File: config.mk
export PLATFORM = sky130hd
export DESIGN_NAME = spi_slave_axis_igress_os
export DESIGN_NICKNAME = d
export VERILOG_FILES = /design/src/rtl/spi_slave_axis_igress_os.sv
export SDC_FILE = /design/constraint.sdc
export NUM_CORES = 1
export LEC_CHECK = 0
export CORE_ASPECT_RATIO = 1.5
export CORE_MARGIN = 4
export CORE_UTILIZATION = 40
export DETAILED_ROUTE_END_ITERATION = 8
export SYNTH_ARGS = -nofsm -noshare
export SYNTH_HDL_FRONTEND = slang
export SYNTH_SLANG_ARGS = --single-unit
File: constraint.sdc
create_clock -name clk -period 2.8 [get_ports clk]
set_clock_uncertainty 0.05 [all_clocks]
set_input_delay 0.56 -clock clk [delete_from_list [all_inputs] [get_ports clk]]
set_output_delay 0.56 -clock clk [all_outputs]
set_load 0.1 [all_outputs]
File: src/rtl/spi_slave_axis_igress_os.sv
// Oversampled SPI slave ingress: synchronises the SPI pins into clk, deserialises
// MOSI words and delivers them through a FWFT FIFO as AXI-Stream beats with tlast.
module spi_slave_axis_igress_os #(
  parameter int                   DATA_WIDTH  = 8,
  parameter int                   FIFO_DEPTH  = 4,
  parameter int                   SYNC_STAGES = 2,
  parameter int                   MSB_FIRST   = 1,
  parameter int                   DEST_WIDTH  = 8,
  parameter int                   ID_WIDTH    = 8,
  parameter logic [DEST_WIDTH-1:0] AXIS_DEST   = '0,
  parameter logic [ID_WIDTH-1:0]   AXIS_SOURCE = '0
) (
  input  logic                          clk,
  input  logic                          res,
  input  logic [1:0]                    spi_mode,
  input  logic                          spi_clk,
  input  logic                          spi_csn,
  input  logic                          spi_mosi,
  output logic [DATA_WIDTH-1:0]         m_axis_tdata,
  output logic                          m_axis_tvalid,
  input  logic                          m_axis_tready,
  output logic                          m_axis_tlast,
  output logic [DEST_WIDTH-1:0]         m_axis_tdest,
  output logic [ID_WIDTH-1:0]           m_axis_tid,
  output logic [$clog2(FIFO_DEPTH):0]   fifo_level,
  output logic                          err_overrun,
  output logic                          err_partial,
  input  logic                          err_clear
);

  localparam int PTR_W = $clog2(FIFO_DEPTH);
  localparam int LVL_W = PTR_W + 1;
  localparam int CNT_W = $clog2(DATA_WIDTH);
  localparam int ARM_W = $clog2(SYNC_STAGES + 1);

  typedef enum logic [1:0] {ST_DISARMED, ST_IDLE, ST_SHIFT} state_t;

  logic [SYNC_STAGES-1:0] sclk_sync_q, sclk_sync_d;
  logic [SYNC_STAGES-1:0] csn_sync_q, csn_sync_d;
  logic [SYNC_STAGES-1:0] mosi_sync_q, mosi_sync_d;
  logic                   sclk_prev_q, csn_prev_q;
  state_t                 state_q, state_d;
  logic [1:0]             mode_q, mode_d;
  logic [CNT_W-1:0]       bitcnt_q, bitcnt_d;
  logic [DATA_WIDTH-1:0]  shift_q, shift_d, shift_in;
  logic [ARM_W-1:0]       arm_cnt_q, arm_cnt_d;
  logic                   pend_valid_q, pend_valid_d;
  logic [DATA_WIDTH-1:0]  pend_data_q, pend_data_d;
  logic [LVL_W-1:0]       wr_ptr_q, wr_ptr_d, rd_ptr_q, rd_ptr_d;
  logic                   err_overrun_q, err_overrun_d, err_partial_q, err_partial_d;
  logic [DATA_WIDTH:0]    mem_q [FIFO_DEPTH];

  logic sclk_s, csn_s, mosi_s, sample_edge, csn_fall, csn_rise;
  logic push, push_last, partial_set, pop, push_ok, full;
  logic [LVL_W-1:0]      level;
  logic [DATA_WIDTH:0]   head;

  always_comb begin
    sclk_sync_d = {sclk_sync_q[SYNC_STAGES-2:0], spi_clk};
    csn_sync_d  = {csn_sync_q[SYNC_STAGES-2:0], spi_csn};
    mosi_sync_d = {mosi_sync_q[SYNC_STAGES-2:0], spi_mosi};
    sclk_s      = sclk_sync_q[SYNC_STAGES-1];
    csn_s       = csn_sync_q[SYNC_STAGES-1];
    mosi_s      = mosi_sync_q[SYNC_STAGES-1];
    csn_fall    = csn_prev_q & ~csn_s;
    csn_rise    = ~csn_prev_q & csn_s;
    // Modes 0/3 sample on the rising edge, modes 1/2 on the falling edge.
    sample_edge = (mode_q[1] ^ mode_q[0]) ? (sclk_prev_q & ~sclk_s) : (~sclk_prev_q & sclk_s);
    shift_in    = (MSB_FIRST != 0) ? {shift_q[DATA_WIDTH-2:0], mosi_s}
                                   : {mosi_s, shift_q[DATA_WIDTH-1:1]};
  end

  // NOTE: every variable is given a default before the case so no path leaves it
  // unassigned; otherwise synthesis infers a latch.
  always_comb begin
    state_d      = state_q;
    mode_d       = mode_q;
    bitcnt_d     = bitcnt_q;
    shift_d      = shift_q;
    arm_cnt_d    = arm_cnt_q;
    pend_valid_d = pend_valid_q;
    pend_data_d  = pend_data_q;
    push         = 1'b0;
    push_last    = 1'b0;
    partial_set  = 1'b0;
    unique case (state_q)
      // The synchroniser output is only trusted once it has been refilled from
      // the pin, so a frame active across reset is never mistaken for a new one.
      ST_DISARMED: begin
        if (arm_cnt_q != ARM_W'(SYNC_STAGES)) arm_cnt_d = arm_cnt_q + ARM_W'(1);
        else if (csn_s)                       state_d   = ST_IDLE;
      end
      ST_IDLE: begin
        if (csn_fall) begin
          mode_d   = spi_mode;
          bitcnt_d = '0;
          shift_d  = '0;
          state_d  = ST_SHIFT;
        end
      end
      ST_SHIFT: begin
        if (csn_rise) begin
          state_d     = ST_IDLE;
          partial_set = (bitcnt_q != '0);
          if (pend_valid_q) begin
            push         = 1'b1;
            push_last    = 1'b1;
            pend_valid_d = 1'b0;
          end
        end else if (sample_edge) begin
          shift_d = shift_in;
          if (bitcnt_q == CNT_W'(DATA_WIDTH - 1)) begin
            bitcnt_d     = '0;
            push         = pend_valid_q;
            pend_valid_d = 1'b1;
            pend_data_d  = shift_in;
          end else begin
            bitcnt_d = bitcnt_q + CNT_W'(1);
          end
        end
      end
      default: state_d = ST_DISARMED;
    endcase
  end

  always_comb begin
    level         = wr_ptr_q - rd_ptr_q;
    full          = (level == LVL_W'(FIFO_DEPTH));
    head          = mem_q[rd_ptr_q[PTR_W-1:0]];
    m_axis_tvalid = (level != '0);
    pop           = m_axis_tvalid & m_axis_tready;
    push_ok       = push & (~full | pop);
    wr_ptr_d      = wr_ptr_q + LVL_W'(push_ok);
    rd_ptr_d      = rd_ptr_q + LVL_W'(pop);
    err_overrun_d = (push & full & ~pop) | (err_overrun_q & ~err_clear);
    err_partial_d = partial_set | (err_partial_q & ~err_clear);
  end

  // NOTE: state registers use non-blocking assignments so every flop samples
  // the pre-edge value of its neighbours, matching the hardware.
  always_ff @(posedge clk or posedge res) begin
    if (res) begin
      sclk_sync_q   <= '0;
      csn_sync_q    <= '1;
      mosi_sync_q   <= '0;
      sclk_prev_q   <= 1'b0;
      csn_prev_q    <= 1'b1;
      state_q       <= ST_DISARMED;
      mode_q        <= '0;
      bitcnt_q      <= '0;
      shift_q       <= '0;
      arm_cnt_q     <= '0;
      pend_valid_q  <= 1'b0;
      pend_data_q   <= '0;
      wr_ptr_q      <= '0;
      rd_ptr_q      <= '0;
      err_overrun_q <= 1'b0;
      err_partial_q <= 1'b0;
    end else begin
      sclk_sync_q   <= sclk_sync_d;
      csn_sync_q    <= csn_sync_d;
      mosi_sync_q   <= mosi_sync_d;
      sclk_prev_q   <= sclk_s;
      csn_prev_q    <= csn_s;
      state_q       <= state_d;
      mode_q        <= mode_d;
      bitcnt_q      <= bitcnt_d;
      shift_q       <= shift_d;
      arm_cnt_q     <= arm_cnt_d;
      pend_valid_q  <= pend_valid_d;
      pend_data_q   <= pend_data_d;
      wr_ptr_q      <= wr_ptr_d;
      rd_ptr_q      <= rd_ptr_d;
      err_overrun_q <= err_overrun_d;
      err_partial_q <= err_partial_d;
    end
  end

  // NOTE: the storage array is not reset; the pointers define which entries are
  // live and the outputs are masked while the FIFO is empty.
  always_ff @(posedge clk) begin
    if (push_ok) mem_q[wr_ptr_q[PTR_W-1:0]] <= {push_last, pend_data_q};
  end

  assign m_axis_tdata = m_axis_tvalid ? head[DATA_WIDTH-1:0] : '0;
  assign m_axis_tlast = m_axis_tvalid & head[DATA_WIDTH];
  assign m_axis_tdest = AXIS_DEST;
  assign m_axis_tid   = AXIS_SOURCE;
  assign fifo_level   = level;
  assign err_overrun  = err_overrun_q;
  assign err_partial  = err_partial_q;

endmodule
==> metrics <==
run status=complete, but fails checks; failing checks=negative setup slack; number of storage elements in the synthesis netlist=77; count of warnings emitted by yosys=0; number of antenna violations at the first check in global routing=0; height of the die=119 um; site row count=40; number of hold violations in the final report=0; number of setup violations in the final report=10; average wire per standard cell=14.5 um; worst hold path class=flop to flop; sequential fraction of the synthesis area=64.2%; Seq. cell area=2110 sq um; clock tree buffer depth=2; DRC viols=0; aggregate global routing overflow=0; gr usage total=13.0%; setup slack at placement=0.0388 ns; Total Nets Final=282; leading register cell type out of synthesis=sky130_fd_sc_hd__dfrtp_1; DRT iter0 DRCs=110; synth cell count leaders=sky130_fd_sc_hd__dfrtp_1 (38), sky130_fd_sc_hd__edfxtp_1 (36), sky130_fd_sc_hd__inv_1 (21); sink count of the clock tree=77; Net Switching=2.01 mW; power share of the sequential group=25.6%; Port Buf Inserts=23; detailed-routing iteration count for the pre-antenna-repair pass=4; Post-synth ARST share=53.2%; slowest stage delay, CP=0.57 ns; maximum ir drop on the vdd rail=515 uV; Filler Cells Inserted=691; type of element launching the critical path=flop; Met1 Wirelength=2090 um; final WL=5410 um; Die Outline Area=9760 sq um; standard cell area after detailed placement=3860 sq um; post-route design area=4230 sq um; Skew-Pair Late Insertion Delay=0.33 ns; Internal=2.97 mW; total I/O pin count=40; crit path kind=flop to output pin; period utilization=102%; capturing element type of the critical path=output pin; worst endpoint required time=2.19 ns; number of enable flip-flop cells after synthesis=36; Switching Share=40.4%; area of the mapped netlist=3290 sq um; pins over their slew limit=0; cell type with the highest aggregate area in the netlist=sky130_fd_sc_hd__edfxtp_1; synth unique cells=37; standard cell with the maximum stage delay on the critical path=sky130_fd_sc_hd__fa_2; combinational group share of total power=49.6%; Via Count=1,745; setup repair after global routing missed its margin=true; met3 routed wirelength=273 um; data arrival time of the worst path=2.26 ns; fmax=349 MHz; Yosys top cell area share=32.9%; chain of cells forming the critical path=ha_4, fa_2, clkinvlp_4, nor3_4, buf_6, nor2b_4, buf_12; most frequent cell after synthesis=sky130_fd_sc_hd__dfrtp_1; clock group share of total power=24.8%; pin count of the biggest net entering global routing=42; final HPWL from detailed placement=3700 um; Max Cap Viol=0; wire length of the first global-routing pass=9250 um; non-filler cells in the finished layout=373; headroom to the max-slew limit=56.8%; static leakage=1.76 nW; count of inserted antenna diode cells=0; share of final-layout standard cells stronger than drive strength 1=32.5%; DR top layer=met4; slew of the pin with the lowest slew margin=0.648 ns; Final ANT Viol Nets=0; area occupied by multi-input gates=1100 sq um; mean number of vias per cell=4.68; CTS clk-pin slew, worst paths=0.06 ns; deepest level of the CTS H-tree=3; Hold Slack=0.303 ns; starting density of the core=41.1%; vias in the first global route=1,823; post-layout power=4.98 mW; CTS Buf Count=9; biggest fanout along the worst timing path=5; chip width=82.0 um; Syn Inst Count=221; total power density per cell area=1180 nW/um^2; Root Buffer=sky130_fd_sc_hd__clkbuf_16; total placed cells including tap cells=351; synthesized area divided by synthesized cell count=14.9 sq um; Final WS setup=-0.0668 ns; final critical delay including setup and external delays=2.87 ns; wire length on met2=2950 um; synth-to-layout area growth=28.7%; TritonCTS clock tree=done; most area-consuming cells after synthesis=sky130_fd_sc_hd__edfxtp_1 (33%), sky130_fd_sc_hd__dfrtp_1 (29%), sky130_fd_sc_hd__mux4_2 (6.2%); Largest delay share family, worst path=adder cells; Bufs and invs on worst path=3; floorplan core area=8010 sq um; placer's final routability congestion estimate=0.741
-- logic make-up (layout without fill, tap and decap cells) --
group | after synthesis | after routing | share of synthesized area [%]
XOR/XNOR | 5 | 5 | 1.79
buffers and inverters | 43 | 75 | 7.08
multiplexers | 30 | 30 | 13.1
adder cells (fa/ha/maj) | 10 | 10 | 4.03
AO/OA/AOI/OAI | 11 | 11 | 2.25
flip-flops | 77 | 77 | 64.2
other | 1 | 16 | 0.114
AND/OR/NAND/NOR | 44 | 44 | 7.46
-- sequential cells by signal, summed over array words and instances (netlist names), 3 cells and up --
register	cells
mem_q	36
pend_data_q	8
shift_q	7
bitcnt_q	3
rd_ptr_q	3
wr_ptr_q	3
-- stage by stage --
stage          TNS (ns)  util, %
5_1_grt           -1.49     52.8
4_1_cts           -1.24     53.4
2_1_floorplan    -10.12        -
6_report         -0.537     52.8
3_3_place_gp          0     48.2
3_5_place_dp          0     48.2
-- path summary, 6_finish.rpt --
kind | start | endpoint | slack, ns | cells after the start
min reg2reg | mosi_sync_q[0]$_DFF_PP0_ | mosi_sync_q[1]$_DFF_PP0_ | 0.30 | 0
min in group asynchronous | res | wr_ptr_q[1]$_DFF_PP0_ | 0.61 | 3
max | rd_ptr_q[0]$_DFF_PP0_ | m_axis_tdata[6] | -0.07 | 7
max reg2reg | rd_ptr_q[0]$_DFF_PP0_ | mem_q[1][3]$_DFFE_PP_ | 0.21 | 8
max in group asynchronous | res | csn_sync_q[0]$_DFF_PP1_ | 1.71 | 3
min | mosi_sync_q[0]$_DFF_PP0_ | mosi_sync_q[1]$_DFF_PP0_ | 0.30 | 0
-- cells in the final DEF (no fill, tap or decap), types with 2 or more instances in the layout --
| cell type | instances |
|---|---|
| sky130_fd_sc_hd__xor2_1 | 2 |
| sky130_fd_sc_hd__nor3_1 | 6 |
| sky130_fd_sc_hd__nor2_1 | 4 |
| sky130_fd_sc_hd__inv_1 | 18 |
| sky130_fd_sc_hd__nand2b_1 | 3 |
| sky130_fd_sc_hd__a21o_1 | 2 |
| sky130_fd_sc_hd__dfstp_2 | 3 |
| sky130_fd_sc_hd__nor2b_1 | 2 |
| sky130_fd_sc_hd__nand3b_1 | 2 |
| sky130_fd_sc_hd__buf_4 | 15 |
| sky130_fd_sc_hd__dfrtp_1 | 38 |
| sky130_fd_sc_hd__mux2i_1 | 10 |
| sky130_fd_sc_hd__a21oi_1 | 4 |
| sky130_fd_sc_hd__xnor2_1 | 2 |
| sky130_fd_sc_hd__conb_1 | 16 |
| sky130_fd_sc_hd__clkdlybuf4s50_1 | 8 |
| sky130_fd_sc_hd__mux4_2 | 9 |
| sky130_fd_sc_hd__clkinvlp_4 | 4 |
| sky130_fd_sc_hd__nor2b_4 | 9 |
| sky130_fd_sc_hd__nand2_1 | 11 |
| sky130_fd_sc_hd__bufinv_16 | 2 |
| sky130_fd_sc_hd__buf_12 | 13 |
| sky130_fd_sc_hd__mux2_2 | 10 |
| sky130_fd_sc_hd__clkbuf_16 | 9 |
| sky130_fd_sc_hd__ha_1 | 7 |
| sky130_fd_sc_hd__buf_6 | 2 |
| sky130_fd_sc_hd__edfxtp_1 | 36 |
-- power by group through the flow --
stage                     Clock (mW)  Combinational (mW)  Sequential (mW)
after global placement             0                2.38             1.30
after floorplan                    0                1.69             1.29
after global routing            1.31                2.59             1.28
after detailed placement           0                2.41             1.30
final                           1.23                2.47             1.28
after CTS                       1.27                2.60             1.28
-- metal layers --
layer  vias to the layer above  global-route usage (%)
met5                         -                       0
met4                         0                    6.24
met3                         9                    3.48
met2                        44                    21.8
met1                       868                    15.1
li1                        824                       -
-- layout make-up --
type                            instances  share of cell area (%)
Clock buffer                           11                    5.74
Clock inverter                          5                    1.98
Inverter                               21                    2.04
Multi-Input combinational cell        116                    26.0
Sequential cell                        77                    49.9
Tap cell                              105                    3.10
Timing Repair Buffer                   38                    11.2
-- what timing repair did --
action                                  CTS  global route
gates resized for setup                   4             0
endpoints found under the setup margin   10            10
pin swaps                                 1             0
hold buffers                              0             0
gates cloned                              1             0
setup buffers                             7             0
Power figures use the tool's default switching activity.
